`src/rtl/mvl_mem_pkg.sv`:
```
// Shared types and constants for the memory port scheduler slice.
package mvl_mem_pkg;

    localparam int ADDR_W     = 5;
    localparam int DATA_W     = 16;
    localparam int PROT_LIMIT = 16;

    typedef enum logic [1:0] {
        LOAD   = 2'd0,
        RUN    = 2'd1,
        HALTED = 2'd2
    } run_state_t;

    typedef enum logic {
        CORE = 1'b0,
        HOST = 1'b1
    } req_id_t;

endpackage

```
`src/rtl/rr_arbiter_2.sv`:
```
// Two-way round-robin arbiter; a contended cycle goes to whichever side did not win last.
import mvl_mem_pkg::*;

module rr_arbiter_2 (
    input  logic clock,
    input  logic reset,
    input  logic req_core,
    input  logic req_host,
    output logic gnt_core,
    output logic gnt_host
);

    req_id_t last_winner_r;

    // Grant decision: a lone request always wins, contention alternates.
    always_comb begin
        gnt_core = 1'b0;
        gnt_host = 1'b0;
        if (req_core && req_host) begin
            gnt_core = (last_winner_r == HOST);
            gnt_host = (last_winner_r == CORE);
        end else begin
            gnt_core = req_core;
            gnt_host = req_host;
        end
    end

    // Remember the most recent winner for the next contended cycle.
    always_ff @(posedge clock or posedge reset) begin
        if (reset) begin
            last_winner_r <= HOST;
        end else if (gnt_core) begin
            last_winner_r <= CORE;
        end else if (gnt_host) begin
            last_winner_r <= HOST;
        end
    end

endmodule

```
`src/rtl/mem_port_scheduler.sv`:
```
// Shares the program/data memory between core and host and sequences run control.
// Optional host write protection while running is enabled by defining MEM_ARB_WPROT_EN.
import mvl_mem_pkg::*;

module mem_port_scheduler (
    input  logic              clock,
    input  logic              reset,
    input  logic              core_req,
    input  logic              core_we,
    input  logic [ADDR_W-1:0] core_addr,
    input  logic [DATA_W-1:0] core_wdata,
    output logic              core_gnt,
    output logic              core_rvalid,
    output logic [DATA_W-1:0] core_rdata,
    input  logic              host_req,
    input  logic              host_we,
    input  logic [ADDR_W-1:0] host_addr,
    input  logic [DATA_W-1:0] host_wdata,
    output logic              host_gnt,
    output logic              host_rvalid,
    output logic [DATA_W-1:0] host_rdata,
    output logic              mem_en,
    output logic              mem_we,
    output logic [ADDR_W-1:0] mem_addr,
    output logic [DATA_W-1:0] mem_wdata,
    input  logic [DATA_W-1:0] mem_rdata,
    input  logic              host_run,
    input  logic              core_halted,
    output logic              start_execution,
    output logic              core_rst,
    output logic              wprot_err
);

`ifdef MEM_ARB_WPROT_EN
    localparam logic WPROT_EN = 1'b1;
`else
    localparam logic WPROT_EN = 1'b0;
`endif

    run_state_t state_r;
    logic       core_rvalid_r;
    logic       host_rvalid_r;
    logic       wprot_err_r;
    logic       gnt_core_s;
    logic       gnt_host_s;
    logic       blocked_s;

    rr_arbiter_2 u_arb (
        .clock    (clock),
        .reset    (reset),
        .req_core (core_req && (state_r == RUN)),
        .req_host (host_req),
        .gnt_core (gnt_core_s),
        .gnt_host (gnt_host_s)
    );

    // Grant and memory mux; grants are forced low while reset is asserted.
    always_comb begin
        core_gnt  = gnt_core_s && !reset;
        host_gnt  = gnt_host_s && !reset;
        blocked_s = WPROT_EN && host_gnt && host_we && (state_r == RUN)
                    && ({1'b0, host_addr} < (ADDR_W + 1)'(PROT_LIMIT));
        mem_en    = (core_gnt || host_gnt) && !blocked_s;
        if (core_gnt) begin
            mem_we    = core_we;
            mem_addr  = core_addr;
            mem_wdata = core_wdata;
        end else if (host_gnt && !blocked_s) begin
            mem_we    = host_we;
            mem_addr  = host_addr;
            mem_wdata = host_wdata;
        end else begin
            mem_we    = 1'b0;
            mem_addr  = {ADDR_W{1'b0}};
            mem_wdata = {DATA_W{1'b0}};
        end
    end

    // Read data is steered only to the owner of the read issued last cycle.
    always_comb begin
        core_rvalid = core_rvalid_r;
        host_rvalid = host_rvalid_r;
        wprot_err   = wprot_err_r;
        core_rdata  = core_rvalid_r ? mem_rdata : {DATA_W{1'b0}};
        host_rdata  = host_rvalid_r ? mem_rdata : {DATA_W{1'b0}};
    end

    // Read-owner tracking and protection error pulse.
    always_ff @(posedge clock or posedge reset) begin
        if (reset) begin
            core_rvalid_r <= 1'b0;
            host_rvalid_r <= 1'b0;
            wprot_err_r   <= 1'b0;
        end else begin
            core_rvalid_r <= core_gnt && !core_we;
            host_rvalid_r <= host_gnt && !host_we;
            wprot_err_r   <= blocked_s;
        end
    end

    // Run-control FSM; core_rst marks the first RUN cycle after a restart.
    always_ff @(posedge clock or posedge reset) begin
        if (reset) begin
            state_r         <= LOAD;
            start_execution <= 1'b0;
            core_rst        <= 1'b0;
        end else begin
            core_rst <= 1'b0;
            case (state_r)
                LOAD: begin
                    if (host_run) begin
                        state_r         <= RUN;
                        start_execution <= 1'b1;
                    end
                end
                RUN: begin
                    if (core_halted) begin
                        state_r         <= HALTED;
                        start_execution <= 1'b0;
                    end
                end
                HALTED: begin
                    if (host_run) begin
                        state_r         <= RUN;
                        start_execution <= 1'b1;
                        core_rst        <= 1'b1;
                    end
                end
                default: begin
                    state_r         <= LOAD;
                    start_execution <= 1'b0;
                end
            endcase
        end
    end

endmodule
```
`config.mk`:
```
export PLATFORM = sky130hd
export DESIGN_NAME = mem_port_scheduler
export DESIGN_NICKNAME = d
export VERILOG_FILES = /design/src/rtl/mvl_mem_pkg.sv /design/src/rtl/rr_arbiter_2.sv /design/src/rtl/mem_port_scheduler.sv
export SDC_FILE = /design/constraint.sdc
export NUM_CORES = 1
export LEC_CHECK = 0
export ABC_AREA = 1
export CAP_MARGIN = 20
export CORE_ASPECT_RATIO = 0.75
export CORE_MARGIN = 2
export CORE_UTILIZATION = 50
export CTS_BUF_LIST = sky130_fd_sc_hd__clkbuf_16
export DETAILED_ROUTE_END_ITERATION = 6
export DONT_BUFFER_PORTS = 1
export PLACE_DENSITY = 0.68
export SETUP_SLACK_MARGIN = 0.2
export SYNTH_ARGS = -nofsm -noshare
export SYNTH_HDL_FRONTEND = slang
export SYNTH_SLANG_ARGS = --single-unit
export TNS_END_PERCENT = 5
```
`constraint.sdc`:
```
create_clock -name clock -period 1.5 [get_ports clock]
set_input_delay 0.225 -clock clock [delete_from_list [all_inputs] [get_ports clock]]
set_output_delay 0.225 -clock clock [all_outputs]
set_load 0.01 [all_outputs]
```
==> run metrics <==
status complete, but fails checks; failing checks setup timing; detailed placer's ending HPWL 2090 um; Core Util, Final 0.633; pin count of the biggest net entering global routing 25; Vias 1071; Max Clock Freq 617 MHz; mux contribution to synthesized area 0; H-Tree Level Count 1; Post-Place Cells 192; CTS tree done; Static Leakage 0.766 nW; initial antenna violation count 0; Num CTS Buffers 3; ys flop type dfrtp_1; I/O pins 128; Non-Filler Instances 198; Post-Synth XOR/XNOR Area 0; Synth Area in Compound Gates 0.0375; switching share of power 0.371; antenna fix cells 0; area leader, netlist nand3_1; hold_ws 0.0489 ns; Post-Synth Simple-Gate Area 0.516; largest family of logic cells by synthesized area simple AND/OR/NAND/NOR gates; Unique masters post-synth 19; Hold Crit Class primary input to register; clock power share 0.391; Reg clk slew, reported paths 0.04 ns; syn_nets 246; Design Area, Final 1120 um2; largest vdd supply drop 1160 uV; drt wl/cell 14.2 um; max cap viols 0; Data arrival, critical path 1.40 ns; crit path setup slack, layout -0.122 ns; CP Data Required Time 1.27 ns; Synth async-reset ratio 1.00; Post-Syn Area 968 um2; Final Max Tran Viols 0; setup_tns -1.57 ns; global-route wire length before repair 3900 um; Post-DRT Antenna Nets 0; initial core utilization 0.546; Power Density 1030 nW/um2; Setup CP Type register to output pin; cell with the most instances after synthesis nand2_1; RSZ-0062 raised after global routing true; Seq pwr share 0.251; Hold Vio Cnt, Final 0; DRT Wirelength 2810 um; layout filler cell count 161; Post-Place Setup Slack 0.139 ns; Crit. End Element output pin; worst-case clock buffer depth 2; GRT Total Usage 0.227; Worst Clk Skew 0.00177 ns; Comb power frac 0.358; Die ar. 2310 um2; Setup violations, final 24; router iterations before antenna repair 4; core area 1770 um2; area grow syn2layout 15.9%; Tmin final 1.62 ns; Site Rows 13; Final Cycle Share 1.08; Die X 54.8 um; grt total ovfl 0; Final GP Congestion 0.751; Vert. Die Dim 42.1 um; Iter 0 DRT Violations 23; CP Launch Type register; Ys Warns 0; layout cells sized above 1 0.244; CP max FO 21; Remaining DRCs 0; Post-DP Area 956 um2; EDFF count, synth 0; commonest cells in the netlist nand2_1 (58), nand3_1 (45), inv_1 (41); Synth Register Bits 7; sequential fraction of the synthesis area 0.182; # port buffers 0; vias in the first global route 880; NumNets Final 243; clock tree root driver cell clkbuf_16; Synth top area share 0.233; ranking of synthesized cells by area nand3_1 (23%), nand2_1 (22%), inv_1 (16%), dfrtp_1 (16%), buf_2 (3.1%); Mean Syn Cell Area 5.38 um2; Net Sw Power 0.429 mW; clk_lat worst skew 0.23 ns; adder-cell area share of the yosys netlist 0; clock sink total 7; Via density 5.41; Mapped Cells 180; Pint 0.728 mW; Final Power 1.16 mW
## state kept, by name, summed over array words and instances (netlist names)
name,flops
state_r,2
host_rvalid,1
u_arb.last_winner_r,1
start_execution,1
core_rvalid,1
core_rst,1
## cells by family after synthesis
family / Yosys count
other: 1
buffers and inverters: 55
AOI/OAI and AO/OA: 6
DFF: 7
and+or+nand+nor: 111
## path summary, 6_finish.rpt
check / startpoint / to / slack, ns / cells past startpoint
max in group asynchronous: reset / u_arb.last_winner_r$_DFFE_PP1P_ / 0.88 / 2
hold reg to reg: u_arb.last_winner_r$_DFFE_PP1P_ / u_arb.last_winner_r$_DFFE_PP1P_ / 0.54 / 2
setup reg to reg: state_r[1]$_DFFE_PP0P_ / core_rvalid$_DFF_PP0_ / 0.39 / 6
hold / removal: host_we / host_rvalid$_DFF_PP0_ / 0.05 / 1
setup / recovery: u_arb.last_winner_r$_DFFE_PP1P_ / mem_wdata[12] / -0.12 / 5
min in group asynchronous: reset / core_rst$_DFF_PP0_ / 0.36 / 2
## what timing repair did
| item | in CTS | in global routing |
|---|---|---|
| endpoints found under the hold margin | 6 | 0 |
| pin swaps | 0 | 0 |
| gates resized for setup | 28 | 2 |
| hold buffers | 1 | 0 |
| setup buffers | 1 | 0 |
| endpoints found under the setup margin | 57 | 25 |
## cell type report
type	count	area, um2	share of cell area
clock buffers	3	75.1	0.0669
clock inverters	1	3.75	0.00334
inverters	42	158	0.140
multi-input cells	118	609	0.543
flip-flops and latches	7	180	0.161
well taps	22	27.5	0.0245
repair buffers	5	68.8	0.0613
## cells in the final DEF, fill, tap and decap left out
cell type	synthesis	final
dfrtp_2	0	3
dlygate4sd3_1	0	1
nand4_2	1	1
nand3_1	45	44
conb_1	1	1
dfstp_2	1	1
nor2_4	2	2
inv_1	41	40
buf_12	0	2
clkbuf_16	0	3
o31ai_1	1	1
inv_2	1	3
o21ai_0	4	4
buf_6	2	1
nor2_1	4	4
nand2_2	1	24
dfrtp_1	6	3
buf_4	1	1
nand3_2	0	1
nand2_1	58	35
a21oi_4	0	1
## worst max-delay path: stages (launching register included)
cell and delay (ns):
dfstp_2 0.53, inv_2 0.05, a21oi_4 0.17, buf_12 0.17, nand3_1 0.11, nand2_2 0.12
## metal layers
| metal | track usage | up-vias | wire, um |
|---|---|---|---|
| li1 | - | 533 | - |
| met1 | 0.234 | 474 | 1030 |
| met2 | 0.424 | 60 | 1510 |
| met3 | 0.0500 | 4 | 240 |
| met4 | 0.0900 | 0 | 30 |
| met5 | 0 | - | 0 |
## power by group through the flow
stage          clock network [mW]  logic (mW)  registers [mW]
2_1_floorplan                   0       0.340           0.273
3_3_place_gp                    0       0.363           0.286
3_5_place_dp                    0       0.373           0.288
4_1_cts                     0.457       0.409           0.290
5_1_grt                     0.473       0.460           0.298
6_report                    0.453       0.414           0.291
(Power assumes the default switching activity.)
